File: config.mk
export PLATFORM = sky130hd
export DESIGN_NAME = fetch_unit
export DESIGN_NICKNAME = d
export VERILOG_FILES = /design/src/rtl/fetch_pkg.sv /design/src/rtl/fetch_fifo.sv /design/src/rtl/fetch_unit.sv
export SDC_FILE = /design/constraint.sdc
export NUM_CORES = 1
export LEC_CHECK = 0
export ABC_AREA = 0
export CAP_MARGIN = 30
export CORE_ASPECT_RATIO = 1.4
export CORE_MARGIN = 2
export CORE_UTILIZATION = 46
export DETAILED_ROUTE_END_ITERATION = 10
export PLACE_DENSITY = 0.76
export SLEW_MARGIN = 40
export SYNTH_ARGS = -nofsm -noshare
export SYNTH_HDL_FRONTEND = slang
export SYNTH_HIERARCHICAL = 1
export SYNTH_SLANG_ARGS = --single-unit
File: constraint.sdc
create_clock -name clock -period 2.1 [get_ports clock]
set_input_delay 0.42 -clock clock [delete_from_list [all_inputs] [get_ports clock]]
set_output_delay 0.42 -clock clock [all_outputs]
set_load 0.005 [all_outputs]
File: src/rtl/fetch_pkg.sv
`default_nettype none
// ============================================================================
// Module      : fetch_pkg
// Description : Shared widths, reset PC and state encoding for the fetch stage.
// Revision    : 1.0 - initial release
// ============================================================================
package fetch_pkg;

  localparam int PC_W    = 18;
  localparam int INSTR_W = 32;

  localparam logic [PC_W-1:0] RESET_PC_DEFAULT = 18'h00000;

  // Fetch FSM: issue a request, wait out the controller latency, or park a
  // captured word that could not enter a stalled output slot.
  typedef enum logic [1:0] {
    S_REQ  = 2'd0,
    S_WAIT = 2'd1,
    S_HOLD = 2'd2
  } fetch_state_t;

  // One fetched instruction together with the address it came from.
  typedef struct packed {
    logic [PC_W-1:0]    pc;
    logic [INSTR_W-1:0] instr;
  } fetch_word_t;

endpackage : fetch_pkg
`default_nettype wire

File: src/rtl/fetch_fifo.sv
`default_nettype none
// ============================================================================
// Module      : fetch_fifo
// Description : Two-entry prefetch FIFO of {pc, instr} words with flush.
//               Only compiled when PREFETCH_BUF_EN is defined.
// Revision    : 1.0 - initial release
// ============================================================================
`ifdef PREFETCH_BUF_EN
module fetch_fifo
  import fetch_pkg::*;
(
  input  logic        clock,
  input  logic        reset,
  input  logic        flush_i,
  input  logic        push_i,
  input  fetch_word_t data_i,
  input  logic        pop_i,
  output fetch_word_t data_o,
  output logic [1:0]  count_o
);

  fetch_word_t mem_q [2];
  logic        wr_ptr_q;
  logic        rd_ptr_q;
  logic [1:0]  count_q;
  logic        w_do_push;
  logic        w_do_pop;

  // Overflowing pushes and underflowing pops are ignored.
  assign w_do_push = push_i && (count_q != 2'd2);
  assign w_do_pop  = pop_i && (count_q != 2'd0);
  assign data_o    = mem_q[rd_ptr_q];
  assign count_o   = count_q;

  // Storage, pointers and occupancy; flush empties the FIFO.
  always_ff @(posedge clock or negedge reset) begin
    if (!reset) begin
      for (int i = 0; i < 2; i++) mem_q[i] <= '0;
      wr_ptr_q <= 1'b0;
      rd_ptr_q <= 1'b0;
      count_q  <= 2'd0;
    end else if (flush_i) begin
      wr_ptr_q <= 1'b0;
      rd_ptr_q <= 1'b0;
      count_q  <= 2'd0;
    end else begin
      if (w_do_push) begin
        mem_q[wr_ptr_q] <= data_i;
        wr_ptr_q        <= ~wr_ptr_q;
      end
      if (w_do_pop) rd_ptr_q <= ~rd_ptr_q;
      count_q <= count_q + {1'b0, w_do_push} - {1'b0, w_do_pop};
    end
  end

endmodule : fetch_fifo
`endif
`default_nettype wire

File: src/rtl/fetch_unit.sv
`default_nettype none
// ============================================================================
// Module      : fetch_unit
// Description : Instruction-fetch stage. Issues one word request at a time to
//               the memory controller, captures the reply after MC_LATENCY
//               cycles and hands {instr, pc, valid} to decode under a stall
//               handshake. Branch redirects squash any word in flight.
//               Optional feature macro: PREFETCH_BUF_EN (2-entry prefetch
//               FIFO replacing the single hold register).
// Revision    : 1.0 - initial release
// ============================================================================
module fetch_unit
  import fetch_pkg::*;
#(
  parameter logic [PC_W-1:0] RESET_PC   = RESET_PC_DEFAULT,
  parameter int              PC_STEP    = 2,
  parameter int              MC_LATENCY = 2
) (
  input  logic               clock,
  input  logic               reset,
  output logic               if_mc_en,
  output logic [PC_W-1:0]    if_mc_addr,
  input  logic [INSTR_W-1:0] mc_if_data,
  input  logic               mem_mc_en,
  output logic [INSTR_W-1:0] if_id_instr,
  output logic [PC_W-1:0]    if_id_pc,
  output logic               if_id_valid,
  input  logic               id_if_stall,
  input  logic               ex_if_branch,
  input  logic [PC_W-1:0]    ex_if_target
);

  localparam int              CNT_W    = (MC_LATENCY > 1) ? $clog2(MC_LATENCY) : 1;
  localparam logic [CNT_W-1:0] CNT_LOAD = CNT_W'(MC_LATENCY - 1);
  localparam logic [PC_W-1:0]  PC_INC   = PC_W'(PC_STEP);

  fetch_state_t         state_q, state_d;
  logic [CNT_W-1:0]     cnt_q, cnt_d;
  logic                 squash_q, squash_d;
  logic [PC_W-1:0]      pc_q, pc_d;
  logic [INSTR_W-1:0]   instr_q, instr_d;
  logic [PC_W-1:0]      opc_q, opc_d;
  logic                 valid_q, valid_d;

  logic                 w_consumed;
  logic                 w_slot_free;
  logic                 w_issue_ok;
  logic                 w_accept;
  fetch_word_t          w_word;

`ifdef PREFETCH_BUF_EN
  logic                 w_fifo_push;
  logic                 w_fifo_pop;
  logic                 w_fifo_flush;
  fetch_word_t          w_fifo_head;
  logic [1:0]           w_fifo_count;

  fetch_fifo u_fetch_fifo (
    .clock   (clock),
    .reset   (reset),
    .flush_i (w_fifo_flush),
    .push_i  (w_fifo_push),
    .data_i  (w_word),
    .pop_i   (w_fifo_pop),
    .data_o  (w_fifo_head),
    .count_o (w_fifo_count)
  );

  // Prefetch ahead of decode until the FIFO could not absorb another word.
  assign w_issue_ok = (state_q == S_REQ) && (w_fifo_count < 2'd2);
`else
  fetch_word_t          hold_q, hold_d;

  // Only issue when the reply is guaranteed a place in the output slot.
  assign w_issue_ok = (state_q == S_REQ) && w_slot_free;
`endif

  assign w_consumed  = valid_q && !id_if_stall;
  assign w_slot_free = !valid_q || !id_if_stall;
  assign w_accept    = w_issue_ok && !mem_mc_en;
  assign w_word      = '{pc: pc_q, instr: mc_if_data};

  // Request is masked while reset is held so the port is idle in reset.
  assign if_mc_en    = reset && w_issue_ok;
  assign if_mc_addr  = if_mc_en ? pc_q : '0;
  assign if_id_instr = instr_q;
  assign if_id_pc    = opc_q;
  assign if_id_valid = valid_q;

  // State register and output slot.
  always_ff @(posedge clock or negedge reset) begin
    if (!reset) begin
      state_q  <= S_REQ;
      cnt_q    <= '0;
      squash_q <= 1'b0;
      pc_q     <= RESET_PC;
      instr_q  <= '0;
      opc_q    <= '0;
      valid_q  <= 1'b0;
`ifndef PREFETCH_BUF_EN
      hold_q   <= '0;
`endif
    end else begin
      state_q  <= state_d;
      cnt_q    <= cnt_d;
      squash_q <= squash_d;
      pc_q     <= pc_d;
      instr_q  <= instr_d;
      opc_q    <= opc_d;
      valid_q  <= valid_d;
`ifndef PREFETCH_BUF_EN
      hold_q   <= hold_d;
`endif
    end
  end

  // Next-state: FSM progress, word routing, then branch override last.
  always_comb begin
    state_d  = state_q;
    cnt_d    = cnt_q;
    squash_d = squash_q;
    pc_d     = pc_q;
    instr_d  = instr_q;
    opc_d    = opc_q;
    valid_d  = valid_q;
`ifdef PREFETCH_BUF_EN
    w_fifo_push  = 1'b0;
    w_fifo_pop   = 1'b0;
    w_fifo_flush = 1'b0;
`else
    hold_d   = hold_q;
`endif

    if (w_consumed) valid_d = 1'b0;

`ifdef PREFETCH_BUF_EN
    // Oldest buffered word moves forward whenever the slot frees up.
    if (w_slot_free && (w_fifo_count != 2'd0)) begin
      instr_d    = w_fifo_head.instr;
      opc_d      = w_fifo_head.pc;
      valid_d    = 1'b1;
      w_fifo_pop = 1'b1;
    end
`endif

    unique case (state_q)
      S_REQ: begin
        if (w_accept) begin
          state_d = S_WAIT;
          cnt_d   = CNT_LOAD;
        end
      end
      S_WAIT: begin
        if (cnt_q == '0) begin
          state_d  = S_REQ;
          squash_d = 1'b0;
          if (!squash_q) begin
            pc_d = pc_q + PC_INC;
`ifdef PREFETCH_BUF_EN
            if (w_slot_free && (w_fifo_count == 2'd0)) begin
              instr_d = w_word.instr;
              opc_d   = w_word.pc;
              valid_d = 1'b1;
            end else begin
              w_fifo_push = 1'b1;
            end
`else
            if (w_slot_free) begin
              instr_d = w_word.instr;
              opc_d   = w_word.pc;
              valid_d = 1'b1;
            end else begin
              hold_d  = w_word;
              state_d = S_HOLD;
            end
`endif
          end
        end else begin
          cnt_d = cnt_q - 1'b1;
        end
      end
      S_HOLD: begin
`ifdef PREFETCH_BUF_EN
        state_d = S_REQ;
`else
        if (w_slot_free) begin
          instr_d = hold_q.instr;
          opc_d   = hold_q.pc;
          valid_d = 1'b1;
          hold_d  = '0;
          state_d = S_REQ;
        end
`endif
      end
      default: state_d = S_REQ;
    endcase

    // A redirect wins over everything else on this edge. A reply still owed
    // by the controller is waited out and dropped through squash.
    if (ex_if_branch) begin
      pc_d    = ex_if_target;
      instr_d = instr_q;
      opc_d   = opc_q;
      valid_d = 1'b0;
`ifdef PREFETCH_BUF_EN
      w_fifo_push  = 1'b0;
      w_fifo_pop   = 1'b0;
      w_fifo_flush = 1'b1;
`else
      hold_d  = '0;
`endif
      if ((state_q == S_WAIT) && (cnt_q != '0)) begin
        state_d  = S_WAIT;
        squash_d = 1'b1;
      end else begin
        state_d  = S_REQ;
        cnt_d    = cnt_q;
        squash_d = 1'b0;
      end
    end
  end

endmodule : fetch_unit
`default_nettype wire

; Word level (Yosys, flattened, before mapping)
; Cells that the tools add are included.
[classes]
addsub = 2
n_eq_ne = 14
muxes = 44
bitwise_logic = 1
reduce_logical = 18
[op_table]
columns = cell, n
row1 = 50-bit two-way mux, 5
row2 = 18-bit two-way mux, 9
row3 = 32-bit two-way mux, 4
row4 = 50-bit case mux with 2 select lines, 1
row5 = 32-bit case mux with 2 select lines, 1
row6 = 18-bit case mux with 2 select lines, 1
row7 = "18-bit by 2-bit adder with 18-bit output, second input constant", 1
row8 = "3-bit != test, second input constant", 5
row9 = 1-bit two-way mux, 14
row10 = 2-bit two-way mux, 6
row11 = "2-bit != test, second input constant", 6
row12 = 2-bit case mux with 3 select lines, 1
row13 = 3-bit AND reduction, 2
row14 = 6-bit AND reduction, 1
row15 = 1-bit logical AND, 5
row16 = 5-bit AND reduction, 1
row17 = 1-bit case mux with 2 select lines, 2
row18 = 2-bit nonzero test, 2
row19 = 1-bit logical NOT, 3
row20 = 3-bit nonzero test, 1
row21 = "2-bit by 1-bit equality test with 1-bit output, second input constant", 1
row22 = "2-bit equality test, second input constant", 1
row23 = 2-bit logical NOT, 1
row24 = "2-bit by 1-bit != test with 1-bit output, second input constant", 1
row25 = other kinds (4), 4
[word_totals]
reg_bits = 123
input_bits = 55
wordCells = 88

; Longest topological paths before layout
; Gate-level depths: netlist of run 1.
[depth]
depth_word = 8
ltp_mapped = 8
ltp_nobuf = 6

; Least setup slack after synthesis of run 1
; No wires, ideal clock.
[synth_path]
path_type = reg-to-reg
startpoint = register state_q[1]
endpoint = register pc_q[13]
setup_time_ns = 0.126
arrival_time_ns = 2.032
required_time_ns = 1.974
setup_slack_ns = -0.059
path_stages_with_launch = 9
n_path_buf = 2
period_less_slack_ns = 2.159
path_cell_list = dfrtp_1 -> inv_1 -> ha_1 -> buf_2 -> or3b_1 -> buf_2 -> nor4_1 -> nor2_1 -> a221o_1
[synth_via]
elab_chain_len = 3
[synth_lines]
columns = element, line_no
row1 = from (decl), fetch_unit.sv:37  ; fetch_state_t state_q, state_d;
row2 = from (signal assigned), fetch_unit.sv:104  ; state_q <= state_d;
row3 = 2-bit by 1-bit equality test with 1-bit output, fetch_unit.sv:146  ; unique case (state_q)
row4 = 2-bit nonzero test (no source line), n/a
row5 = 3-bit AND reduction (no source line), n/a
row6 = to (signal assigned), fetch_unit.sv:107  ; pc_q <= pc_d;
row7 = to (decl), fetch_unit.sv:40  ; logic [PC_W-1:0] pc_q, pc_d;
; Every way passes these cells.
; A chain may end at the register's enable or synchronous reset.

; Final worst setup path of run 1
[layout_path]
startpoint = register state_q[0]
endpoint = output port if_mc_addr[14]
[layout_via]
elab_chain_len = 4
[layout_lines]
columns = element, line_no
row1 = 2-bit logical NOT, fetch_unit.sv:75  ; assign w_issue_ok = (state_q == S_REQ) && w_slot_free;
row2 = 1-bit logical AND, fetch_unit.sv:75
row3 = 1-bit logical AND, fetch_unit.sv:84  ; assign if_mc_en = reset && w_issue_ok;
row4 = 18-bit two-way mux, fetch_unit.sv:85  ; assign if_mc_addr = if_mc_en ? pc_q : '0;
row5 = to (decl), fetch_unit.sv:22  ; output logic [PC_W-1:0] if_mc_addr,
; Every way passes these cells.

==> run summary, run 1 <==
Setup repair after global routing could not meet its margin everywhere. The flow ran to the end, but the final reports show violations. For the all-layer global routing usage, the log shows 0.238. The synthesized net count is 723, and the number of hold-repair buffers added at the cts stage is 0. The run gives 0 as the final-report hold violation count.

Headroom to the max-slew limit: 0.554. The post-route clock period utilization was 1.02; the area of the multi-input gates was 0.00272 mm2. The run gives 6 as the total of warnings raised by yosys. The commonest non-fill, non-tap cell in the layout is sky130_fd_sc_hd__nand2_1.

The initial core utilization was 0.469; the mean instance size in the synthesized netlist was 8.72 um2. The routed layout has 5426 vias. Clock tree synthesis found a total of 123 sinks. On the worst path, the slowest cell contributes a delay of 390 ps.

The category of the critical setup timing path is register to output pin. Ranked by total cell area, the synthesized netlist is headed by sky130_fd_sc_hd__dfrtp_1 (53%), sky130_fd_sc_hd__nand2_1 (11%), sky130_fd_sc_hd__a21oi_1 (8.9%). During placement, the flow inserted port buffers numbering 124. The die area was 0.0135 mm2. After clock tree synthesis, the clock-pin slew on the worst setup and hold paths is 60 ps. In this run the number of H-tree levels came out at 4. STA puts the critical path data required time at 1680 ps. The run gives 420 ps as the clock insertion delay at the later pin of the skew report. Standard cell with the maximum stage delay on the critical path: sky130_fd_sc_hd__dfrtp_1.

The overall overflow remaining after global route is 0, and the floorplan core area is 0.0123 mm2. Setup violations remaining at the end of the flow were counted as 14. The final weighted congestion in routability-driven placement came out at 0.826. The portion of synthesized cell area occupied by the leading cell type is 0.533.

In this run the count of I/O pins placed on the die edge is 125. The run gives 0.348 as the share of power burned in registers. The clock tree root buffer cell is sky130_fd_sc_hd__clkbuf_16.

The most critical setup path has its startpoint at state_q[0]. The slack of the critical path is -47.6 ps. The internal portion of the total power is 6.66 mW. In the layout the commonest cells are sky130_fd_sc_hd__nand2_1 (167), sky130_fd_sc_hd__dfrtp_1 (123), sky130_fd_sc_hd__clkdlybuf4s50_1 (102). The setup TNS was -417 ps; the largest fanout of any net on the critical path was 5. The fraction of final layout cells with drive strength greater than 1 was 0.190. The worst path arrival time was 1730 ps. For the wire length of the first global-routing pass, the log shows 25700 um. The logs give 9660 um for the estimated wirelength of the detail-placed design and 869 for the number of nets in the final layout. The remaining number of nets flagged by the antenna check after routing came out at 0.

The clock period minus worst slack was 2150 ps; the relative area change from synthesis to final layout was 46.8%. Grouping stages by cell kind, the critical path spends the most delay in buffers and inverters. Entering global routing, the biggest net connects 124 pins. The register bit total from synthesis is 123.

The run gives 0 as the diode insertion count for antenna repair. Walking the worst path, the cells encountered are inv_2 -> ha_4 -> and3_4 -> buf_6 -> buf_12 -> and2_4 -> buf_6. The run gives 0.314 as the clock group share of total power.

The first detailed-routing pass ran for 5 iterations. The run gives 0 as the total count of max-transition violations in the final report. Counting both buffers and inverters, the worst setup path holds a total of 4.

TritonCTS built the clock tree. The run gives 48 as the number of core rows. The tools report the final non-filler cell total as 971.

For this run, the leading register cell type out of synthesis is sky130_fd_sc_hd__dfrtp_1. The checks that failed: setup timing. For the first-iteration detailed-routing DRC count, the log shows 275. The reported leakage power was 3.60 nW; the post-detailed-routing wire length was 16800 um.

Fill cells in the final layout number 884. After detailed routing, the average wire length per cell comes to 17.3 um. The worst register-to-register path begins at state_q[0]. The tightest hold path in the finished design has a slack of 113 ps. The fraction of power spent switching nets is 0.298, and the routed via count divided by cell count is 5.59. Synthesis produced a netlist whose cell count is 662.

The final clock skew is 5.81 ps. Once placement completed, the tool counted placed cells totaling 919. For the total CTS buffers, the log shows 17.

The via count of the first global-routing pass is 5438, and the flop-to-flop setup slack is 10 ps. The kind of capture point of the worst setup path is an output pin. The maximum clock rate came out at 466 MHz.

The tools report the number of antenna violations at the first check in global routing as 0. The power per unit of standard cell area is 1120 mW/mm2. The portion of the post-synthesis area used by sequential elements is 0.533, and the worst IR drop on VDD is 0.662 mV. Registers take 0.00308 mm2. The count of flip-flops with a built-in enable after synthesis is 0.

In this run the deepest clock path goes through 2 buffers. Capture instance of the worst register-to-register path: hold_q[26]. The net switching component of the power came out at 2.83 mW. After detailed routing, the number of remaining DRC violations is 0. The library cell appearing most often on the critical path was sky130_fd_sc_hd__buf_6.

The logs give 45 for the number of distinct library cell variants in the gate-level netlist after synthesis and 0.339 for the proportion of power drawn by combinational gates. The width of the chip was 98.7 um; the slew of the pin with the lowest slew margin was 669 ps. Across the run, the number of max-cap violations was 0.

The most area-hungry cell type in the Yosys netlist is sky130_fd_sc_hd__dfrtp_1. The path category of the worst min-delay check is input port to asynchronous set/reset pin. Measured along the y axis, the die boundary spans 137 um. The async set-or-reset flop fraction in the synthesized netlist was 1.00. The synthesized netlist occupies a cell area of 0.00577 mm2. The worst register-to-register path has a depth of 11.

The kind of start point of the critical path was a register.
-- synth_stat cells, types with 2 or more instances --
| cell type | count |
|---|---|
| sky130_fd_sc_hd__a21oi_1 | 103 |
| sky130_fd_sc_hd__a221o_1 | 2 |
| sky130_fd_sc_hd__a31oi_1 | 5 |
| sky130_fd_sc_hd__and2_1 | 18 |
| sky130_fd_sc_hd__buf_1 | 4 |
| sky130_fd_sc_hd__buf_2 | 2 |
| sky130_fd_sc_hd__clkbuf_1 | 38 |
| sky130_fd_sc_hd__dfrtp_1 | 123 |
| sky130_fd_sc_hd__ha_1 | 6 |
| sky130_fd_sc_hd__inv_1 | 9 |
| sky130_fd_sc_hd__mux2i_1 | 3 |
| sky130_fd_sc_hd__nand2_1 | 168 |
| sky130_fd_sc_hd__nand3_1 | 7 |
| sky130_fd_sc_hd__nand4_1 | 3 |
| sky130_fd_sc_hd__nor2_1 | 15 |
| sky130_fd_sc_hd__nor2b_1 | 45 |
| sky130_fd_sc_hd__nor3_1 | 4 |
| sky130_fd_sc_hd__nor3b_1 | 2 |
| sky130_fd_sc_hd__nor4_1 | 6 |
| sky130_fd_sc_hd__o21ai_0 | 64 |
| sky130_fd_sc_hd__o31ai_1 | 2 |
| sky130_fd_sc_hd__or4_1 | 2 |
| sky130_fd_sc_hd__xnor2_1 | 8 |
| sky130_fd_sc_hd__xor2_1 | 2 |
-- state kept, by name, summed over array words and instances, names as in the netlist --
| signal | flops |
|---|---|
| pc_q | 18 |
| state_q | 2 |
| if_id_instr | 32 |
| if_id_pc | 18 |
| cnt_q | 1 |
| if_id_valid | 1 |
| hold_q | 50 |
| squash_q | 1 |
-- area by class of cell --
cell class                      instances  area share
Sequential cell                       123       0.363
Inverter                               10     0.00443
Clock inverter                         11      0.0170
Clock buffer                           21      0.0543
Timing Repair Buffer                  171       0.218
Tap cell                              150      0.0221
Multi-Input combinational cell        485       0.321
-- per-layer routing --
layer / part of all wire / GRT usage
met1: 0.39 / 0.276
met2: 0.52 / 0.419
met3: 0.062 / 0.0582
met4: 0.028 / 0.101
met5: 0 / 0
-- cells by family after synthesis --
logic type	after synthesis	synth area share
buffers and inverters	55	0.0369
AO/OA/AOI/OAI	186	0.171
XOR/XNOR	10	0.0152
flip-flops	123	0.533
multiplexers	4	0.00715
AND/OR/NAND/NOR	278	0.224
adder cells (fa/ha/maj)	6	0.0130
-- worst max path at each step --
stage               depth (start not counted)              to  slack [ps]
finish                                      7  if_mc_addr[14]         -50
detailed placement                          6   if_mc_addr[7]        -310
global placement                            6   if_mc_addr[7]        -300
global route                                7   if_mc_addr[7]        -100
CTS                                         8   if_mc_addr[0]        -100
floorplan                                   8        pc_q[13]          -3
-- metrics by stage --
stage	setup slack [ps]	power [mW]	util	cell area, um2
4_1_cts	-102	9.34	0.667	8210
5_1_grt	-100	9.97	0.688	8470
3_3_place_gp	-299	5.93	0.598	7360
3_5_place_dp	-308	6.02	0.598	7360
6_report	-47.6	9.49	0.688	8470
2_1_floorplan	-2.97	4.36	-	5790
-- power groups by stage --
stage	Combinational, mW	Clock, mW	Sequential (mW)
after CTS	3.06	3.00	3.28
after global routing	3.48	3.12	3.37
after detailed placement	2.70	0	3.32
after floorplan	1.06	0	3.30
after global placement	2.63	0	3.30
final	3.21	2.97	3.30
-- timing repair --
action / 4_1_cts / 5_1_grt
hold endpoints to repair: 0 / 0
gates resized for setup: 115 / 47
buffers inserted: 10 / 5
gates cloned: 3 / 5
pin swaps: 4 / 32
setup endpoints to repair: 19 / 66
(Power assumes the default switching activity.)
==> run 2, diff against run 1 <==
--- a/config.mk
+++ b/config.mk
@@ -8,7 +8,6 @@
 export ABC_AREA = 0
 export CAP_MARGIN = 30
 export CORE_ASPECT_RATIO = 1.4
-export CORE_MARGIN = 2
 export CORE_UTILIZATION = 46
 export DETAILED_ROUTE_END_ITERATION = 10
 export PLACE_DENSITY = 0.76
==> run summary, run 2 (synthesized netlist as in run 1, its figures left out) <==
The run finished, with violations left. The checks that failed: setup timing. The worst IR drop on VDD was 0.544 mV. The clock-pin slew reported for the worst setup and hold paths after clock tree synthesis was 60 ps; the boundary pin count was 125.

The worst hold path belongs to the class input port to asynchronous set/reset pin. The setup TNS came out at -506 ps. TritonCTS built the clock tree.

Setup repair after global routing could not meet its margin everywhere. The logs give 16200 um for the post-detailed-routing wire length and 911 for the layout filler cell count. Setup violations remaining at the end of the flow were counted as 29. Leaving out fill and tap cells, the most frequent cells in the layout are sky130_fd_sc_hd__nand2_1 (133), sky130_fd_sc_hd__dfrtp_1 (123), sky130_fd_sc_hd__clkdlybuf4s50_1 (103).

The number of antenna violations at the first check in global routing is 0, and the total count of max-transition violations in the final report is 0. For the clock insertion delay at the later pin of the skew report, the log shows 410 ps. The fraction of final layout cells with drive strength greater than 1 is 0.261, and the flip-flop count of the largest register, all copies and words added is 50. The initialized floorplan defines 48 standard-cell rows. Clock period minus worst slack: 2190 ps. The overall overflow remaining after global route is 0.

For this run, the top clock speed supported by timing is 456 MHz. The logs give 0.564 for the headroom to the max-slew limit and 0 for the number of remaining DRC errors. The total via count after detailed routing is 5356, and the remaining number of nets flagged by the antenna check after routing is 0. The logs give -91.6 ps for the slack of the critical path and 0.471 for the initial core utilization.

Buffers inserted during clock tree synthesis total 17. The logs give 7.85 ps for the final clock skew and 0.00308 mm2 for the footprint of the flip-flops and latches. The floorplan step defined a die boundary enclosing 0.0130 mm2. The final-report hold violation count came out at 0. The worst setup path is of the register to output pin kind. Data on the critical path is required at its endpoint by 1680 ps. Measured along the x axis, the die boundary spans 96.7 um. The slew of the pin with the lowest slew margin is 655 ps, and the number of buffers on the longest clock path is 2. The estimated wirelength of the detail-placed design was 9480 um. Entering global routing, the biggest net connects 124 pins. Leaving out fill and tap cells, the most frequent cell in the layout is sky130_fd_sc_hd__nand2_1. The overall die height was 135 um; the first-iteration detailed-routing DRC count was 242. The first global-routing pass estimated 24300 um of wire.

At the worst endpoint, the arrival time is 1770 ps. The run gives 0.0123 mm2 as the floorplan core area. The worst setup path is captured at an output pin.

The number of max-capacitance violations reported came out at 0. Timing analysis after detailed placement gives a worst setup slack of -388 ps. The first detailed-routing pass ran for 4 iterations.

After detailed routing, the average wire length per cell comes to 16.6 um. Dividing total power by cell area gives a power density of 1080 mW/mm2. hold_q holds more flip-flops than any other register. CTS built an H-tree with a depth of 4. In the final layout, the multi-input gates occupy 0.00293 mm2. The clock tree root buffer cell is sky130_fd_sc_hd__clkbuf_16. The via count of the first global-routing pass came out at 5122. The repair_antennas step left the layout with diodes totalling 0. Relative to the synthesized area, the layout overhead comes to 49.7%.

The all-layer global routing usage is 0.231. The total of buffers placed on input and output ports is 124, and the largest fanout of any net on the critical path is 6. The post-layout total power is 9.32 mW.

Routability-driven placement finished with a final weighted congestion of 0.823. Dividing the detail-routed via count by the number of cells gives 5.49. The logs give 0.705 for the utilization after layout and 3.66 nW for the reported leakage power. The post-route clock period utilization works out to 1.04. After the last flow step, the layout net total stands at 873.

The number of sinks handled by clock tree synthesis was 123. The worst setup path is launched from a register.
[run 2: routing by layer]
metal | vias to the layer above | track usage | part of all wire
met5 | - | 0 | 0
met4 | 0 | 0.0837 | 0.024
met3 | 37 | 0.0497 | 0.046
met2 | 180 | 0.405 | 0.51
met1 | 2605 | 0.281 | 0.42
li1 | 2534 | - | -
[run 2: through the flow]
step	area, um2	std cells	hold WS (ps)
2_1_floorplan	5790	662	124
3_3_place_gp	7430	925	461
3_5_place_dp	7430	925	468
4_1_cts	8100	963	183
5_1_grt	8640	975	194
6_report	8640	975	125
[run 2: worst paths after layout]
check / slack (ps) / end / depth (start not counted) / startpoint
max: -90 / if_mc_addr[10] / 8 / state_q[0]
min: 130 / if_id_pc[2] / 2 / reset
max reg2reg: -30 / hold_q[26] / 10 / state_q[1]
min reg2reg: 480 / if_id_instr[19] / 2 / if_id_instr[19]
max in group asynchronous: 1470 / hold_q[15] / 2 / reset
min in group clock: 480 / if_id_instr[19] / 2 / if_id_instr[19]
[run 2: power by group]
part           internal [mW]  total, mW  switching (mW)
logic                   1.71       3.05            1.34
clock network           1.90       2.99            1.09
registers               2.92       3.28           0.365
total                   6.53       9.32            2.80
[run 2: area by class of cell]
| class | count | share of cell area |
|---|---|---|
| inverters | 10 | 0.00434 |
| well taps | 150 | 0.0217 |
| clock buffers | 18 | 0.0508 |
| flip-flops and latches | 123 | 0.356 |
| clock inverters | 14 | 0.0200 |
| repair buffers | 175 | 0.208 |
| multi-input cells | 485 | 0.339 |
[run 2: repair_timing]
item                       4_1_cts  5_1_grt
hold buffers                     0        0
hold endpoints to repair         0        0
setup endpoints to repair       19       92
gates cloned                     0        7
setup buffers                    6        7
pin swaps                        6       59
gates resized for setup         83      111
[run 2: critical path: stages (launching register included)]
cell and delay, ps:
sky130_fd_sc_hd__dfrtp_1 360, sky130_fd_sc_hd__inv_2 60, sky130_fd_sc_hd__ha_4 160, sky130_fd_sc_hd__and3_4 180, sky130_fd_sc_hd__buf_6 120, sky130_fd_sc_hd__buf_6 120
sky130_fd_sc_hd__buf_6 110, sky130_fd_sc_hd__and2_4 150, sky130_fd_sc_hd__buf_6 110
==> RTL edit 1, RTL diff (config.mk and constraints of run 1) <==
The parameter `MC_LATENCY` goes from 2 to 4.
--- a/src/rtl/fetch_unit.sv
+++ b/src/rtl/fetch_unit.sv
@@ -16,3 +16,3 @@
   parameter int              PC_STEP    = 2,
-  parameter int              MC_LATENCY = 2
+  parameter int              MC_LATENCY = 4
 ) (
Check against the original RTL: not equivalent (a bounded check fails within 4 cycles, from zero or initial values and one cycle with reset low).
==> RTL edit 1 against run 1 <==
  * Critical path depth stayed put
  * Cell area is 0.49% lower
  * Worst hold slack got worse by 0.0012 ns
  * Sequential cell count is 1 higher
  * Non-clock buffer count fell by 8
  * Count of clock-buffer cells in the layout fell by 3
  * Area after synthesis rose by 6.1%
  * Global-route usage shrank 2.8 points
  * Highest routed layer unchanged
  * Setup slack improved by 0.082 ns
  * Wire length fell by 14%
  * Sequential share of layout area grew 0.47 points
  * Largest cell class unchanged
  * Power fell by 0.86%
  * Utilization decreased by 3.6 points
==> RTL edit 1: results (changes against run 1) <==
stage	metric	value	unit	change
power_and_ir_drop	leakage power	3.70	nW	was 3.60 nW
placement	Placement Cell Area	7790	um^2	was 7360 um^2
synth	register area share after synthesis	50.7	%	was 53.3%
finish	Nets	872		was 869
timing	Post-Route Skew	0.00955	ns	was 0.00581 ns
timing	Rel. slew slack	54.2	%	was 55.4%
critical_path	maximum fanout along the worst path	6		was 5
global_route	grt met2 use	37.1	%	was 41.9%
finish	share of layout cells above drive strength 1	13.6	%	was 19.0%
routing	DRT iter0 DRCs	248		was 275
routing	vias per inst	5.04		was 5.59
synth	most frequent cells after synthesis	dfrtp_1, nand2_1, a21oi_1		was nand2_1, dfrtp_1, a21oi_1
cts	PostCTS Resize Cnt	62		was 115
synth	Post-Syn Nets	731		was 723
outcome	outcome	finished, final reports clean		was finished with violations
global_route	largest net degree at the start of global routing	125		was 124
synth	ranking of synthesized cells by area	dfrtp_1, a21oi_1, mux2i_1, nand2_1, nor2b_1		was dfrtp_1, nand2_1, a21oi_1, o21ai_0, nor2b_1
cts	setup repair bufs after CTS	4		was 10
synth	synth unique cells	38		was 45
global_route	all-layer global routing usage	21.0	%	was 23.8%
cts	Clock Latency Late Sink	0.40	ns	was 0.42 ns
routing	met1 WL	5.99	mm	was 6.49 mm
global_route	met1 usage	24.6	%	was 27.6%
routing	drt total wl	14.5	mm	was 16.8 mm
power_and_ir_drop	worst ir drop on vdd	558	uV	was 662 uV
critical_path	Top Family by Delay on Critical Path	flip-flops		was buffers and inverters
placement	Placed Cells	962		was 919
routing	met3 routed WL	586	um	was 1.05 mm
power_and_ir_drop	Psw	2.67	mW	was 2.83 mW
critical_path	Reg2Reg Depth	9		was 11
-- RTL edit 1: cell types whose count changed in the layout (fill, tap and decap cells not counted), moves of 14 or more --
cell,change
a21oi_2,-22
o21ai_0,-49
inv_1,+51
buf_6,-14
a21oi_1,+24
nand2_1,-47
mux2i_1,+49
-- RTL edit 1: worst min path at each step --
stage / start / to / slack (ns) / cells after the start
global placement: cnt_q[1] / cnt_q[1] / 0.49 / 1
detailed placement: cnt_q[1] / cnt_q[1] / 0.51 / 1
global route: reset / pc_q[2] / 0.21 / 2
CTS: reset / pc_q[1] / 0.19 / 2
floorplan: reset / cnt_q[0] / 0.12 / 0
finish: reset / pc_q[1] / 0.11 / 2
-- RTL edit 1: metrics by stage --
step,power [mW],setup slack (ns)
after floorplan,4.59,0.228
after global placement,6.30,-0.227
after detailed placement,6.40,-0.244
after CTS,9.46,0.00372
after global routing,9.94,-0.0271
final,9.40,0.0349
-- RTL edit 1: logic make-up after synthesis --
family	synth area share, %
AO/OA/AOI/OAI	11.9
XOR/XNOR	1.43
adder cells (fa/ha/maj)	1.43
buffers and inverters	6.31
flip-flops	50.7
multiplexers	9.23
AND/OR/NAND/NOR	19.0
-- RTL edit 1: final cells by class --
class	count	area, um^2
flip-flops and latches	124	3100
clock buffers	18	439
well taps	178	223
fillers	1025	4500
inverters	60	225
clock inverters	14	170
multi-input cells	444	2720
repair buffers	163	1560
-- RTL edit 1: power groups by stage --
stage / logic (mW) / clock network, mW / registers, mW
2_1_floorplan: 1.24 / 0 / 3.35
3_3_place_gp: 2.97 / 0 / 3.33
3_5_place_dp: 3.04 / 0 / 3.36
4_1_cts: 3.10 / 3.04 / 3.32
5_1_grt: 3.41 / 3.15 / 3.38
6_report: 3.11 / 2.99 / 3.31
==> RTL edit 2, RTL diff (flow settings as in run 1) <==
Without the edit above. Encoding of `fetch_state_t`: now one-hot (3 bits for 3 states).
--- a/src/rtl/fetch_pkg.sv
+++ b/src/rtl/fetch_pkg.sv
@@ -15,6 +15,6 @@
   // captured word that could not enter a stalled output slot.
-  typedef enum logic [1:0] {
-    S_REQ  = 2'd0,
-    S_WAIT = 2'd1,
-    S_HOLD = 2'd2
+  typedef enum logic [2:0] {
+    S_REQ  = 3'b001,
+    S_WAIT = 3'b010,
+    S_HOLD = 3'b100
   } fetch_state_t;
Behaviour: no difference found for any inputs over 4 cycles, from zero or initial values and one cycle with reset low; so few cycles prove little.
==> RTL edit 2 against run 1 <==
  * The flow still finishes with violations (setup timing)
  * Critical endpoint is now if_mc_addr[6]
  * Cell area rose by 3.0%
  * Final cell count rose by 2.9%
  * Setup slack got worse by 0.078 ns
  * Via count fell by 1.0%
  * First-iteration DRC count rose by 13%
  * Sequential cell count rose by 1
  * Area after synthesis rose by 9.1%
  * Wire length fell by 1.9%
Power is not compared: it rests on default switching activity, and its combinational part moved more than twofold at a synthesized area within 25%.
==> RTL edit 2: results (changes against run 1) <==
stage	metric	value	unit	change
synth	synth unique cells	49		was 45
placement	hpwl dp	10.2	mm	was 9.66 mm
placement	RePlAce Congestion	0.844		was 0.826
timing	setup violators final	18		was 14
synth	most frequent cells after synthesis	nand2_1, dfrtp_1, nand3_1		was nand2_1, dfrtp_1, a21oi_1
routing	TritonRoute pass-1 iters	5		unchanged
synth	register area share after synthesis	49.3	%	was 53.3%
global_route	vias in the first global route	5294		was 5438
outcome	failing checks	setup timing		unchanged
routing	DRT iter0 DRCs	312		was 275
synth	Post-Syn Nets	727		was 723
synth	synth warn	6		unchanged
power_and_ir_drop	leakage power	4.15	nW	
timing	Rel. slew slack	52.4	%	was 55.4%
power_and_ir_drop	worst ir drop on vdd	588	uV	
finish	Nets	860		was 869
timing	Post-Route Skew	0.00861	ns	was 0.00581 ns
synth	Top FF cell, synth	dfrtp_1		unchanged
critical_path	maximum fanout along the worst path	6		was 5
finish	number of flip-flops in the largest register	50		unchanged
power_and_ir_drop	Psw	1.64	mW	
finish	share of layout cells above drive strength 1	21.1	%	was 19.0%
timing	Hold Worst Slack	0.138	ns	was 0.113 ns
cts	H-tree depth	4		unchanged
timing	fin worst setup slack	-0.125	ns	was -0.0476 ns
synth	FFs w/ async S/R, synth	100	%	unchanged
outcome	outcome	finished with violations		unchanged
global_route	first-pass GRT wire length	26.4	mm	was 25.7 mm
min_path	hold crit path type	in2async		unchanged
global_route	largest net degree at the start of global routing	78		was 124
routing	drt total wl	16.5	mm	was 16.8 mm
global_route	GRT overflow	0		unchanged
placement	dpl ws	-0.535	ns	was -0.308 ns
critical_path	WP data arrival	1.81	ns	was 1.73 ns
synth	ranking of synthesized cells by area	dfrtp_1, nand2_1, mux2_4, nand3_1, o21ai_0		was dfrtp_1, nand2_1, a21oi_1, o21ai_0, nor2b_1
routing	vias per inst	5.38		was 5.59
cts	CTS max path bufs	2		unchanged
finish	antenna fix cells	0		unchanged
global_route	all-layer global routing usage	23.1	%	was 23.8%
global_route	initial antenna violation count	0		unchanged
placement	PortBufs	124		unchanged
critical_path	R2R Setup Slk	0.07	ns	was 0.01 ns
## RTL edit 2: critical path: stages (launching register included)
cell	delay [ns]
dfstp_2	0.56
nand2b_4	0.06
nor4b_4	0.22
buf_4	0.22
buf_6	0.12
and2_4	0.13
buf_6	0.08
## RTL edit 2: cells by family (layout without fill, tap and decap cells)
kind of cell,count (synthesis),after routing,share of synthesized area [%]
compound gates,89,89,8.19
buf+inv,57,203,4.49
simple gates,338,338,24.1
flops,124,124,49.3
mux,54,54,12.6
xor+xnor,8,8,1.11
fa+ha+maj,1,1,0.199
## RTL edit 2: metal layers
| metal | track usage, % | part of all wire (%) | up-vias |
|---|---|---|---|
| met1 | 28.3 | 41 | 2649 |
| met2 | 38.7 | 52 | 168 |
| met3 | 5.21 | 4.4 | 30 |
| met4 | 10.2 | 2.6 | 0 |
| met5 | 0 | 0 | - |
| li1 | - | - | 2523 |
## RTL edit 2: final cells by class
class                      count  area, um^2
multi-input combinational    490        2990
timing repair buffer         165        1760
clock buffer                  18         429
tap                          182         228
sequential                   124        3100
clock inverter                14         193
fill                        1088        4660
inverter                       6        22.5
## RTL edit 2: metrics by stage
step	cell area (um^2)	utilization [%]	total power [mW]	setup TNS [ns]	instances
6_report	8730	65.2	6.72	-1.48	999
4_1_cts	8680	64.9	6.74	-2.92	998
5_1_grt	8730	65.2	6.97	-3.03	999
3_5_place_dp	7880	58.9	3.57	-11.36	956
3_3_place_gp	7880	58.9	3.53	-9.92	956
2_1_floorplan	6300	-	3.10	0	671
## RTL edit 2: path summary, 6_finish.rpt
kind | start | to | depth (start not counted)
min in group clock | id_if_stall | state_q[2] | 3
max in group asynchronous | reset | hold_q[39] | 3
worst min-delay path | reset | pc_q[0] | 2
worst max-delay path | state_q[0] | if_mc_addr[6] | 6
worst max register to register | state_q[1] | if_id_instr[5] | 5
worst min register to register | hold_q[30] | hold_q[30] | 2
## RTL edit 2: power by group through the flow
stage          combinational, mW  clock, mW  sequential (mW)
3_5_place_dp               0.842          0             2.73
4_1_cts                    0.920       3.13             2.69
3_3_place_gp               0.818          0             2.72
6_report                   0.930       3.10             2.69
2_1_floorplan              0.400          0             2.69
5_1_grt                     1.02       3.24             2.71
## RTL edit 2: timing repair
item | 4_1_cts | 5_1_grt
setup buffers | 8 | 1
pin swaps | 7 | 1
cloned | 3 | 1
resized for setup | 111 | 6
hold buffers | 0 | 0
endpoints found under the setup margin | 106 | 24
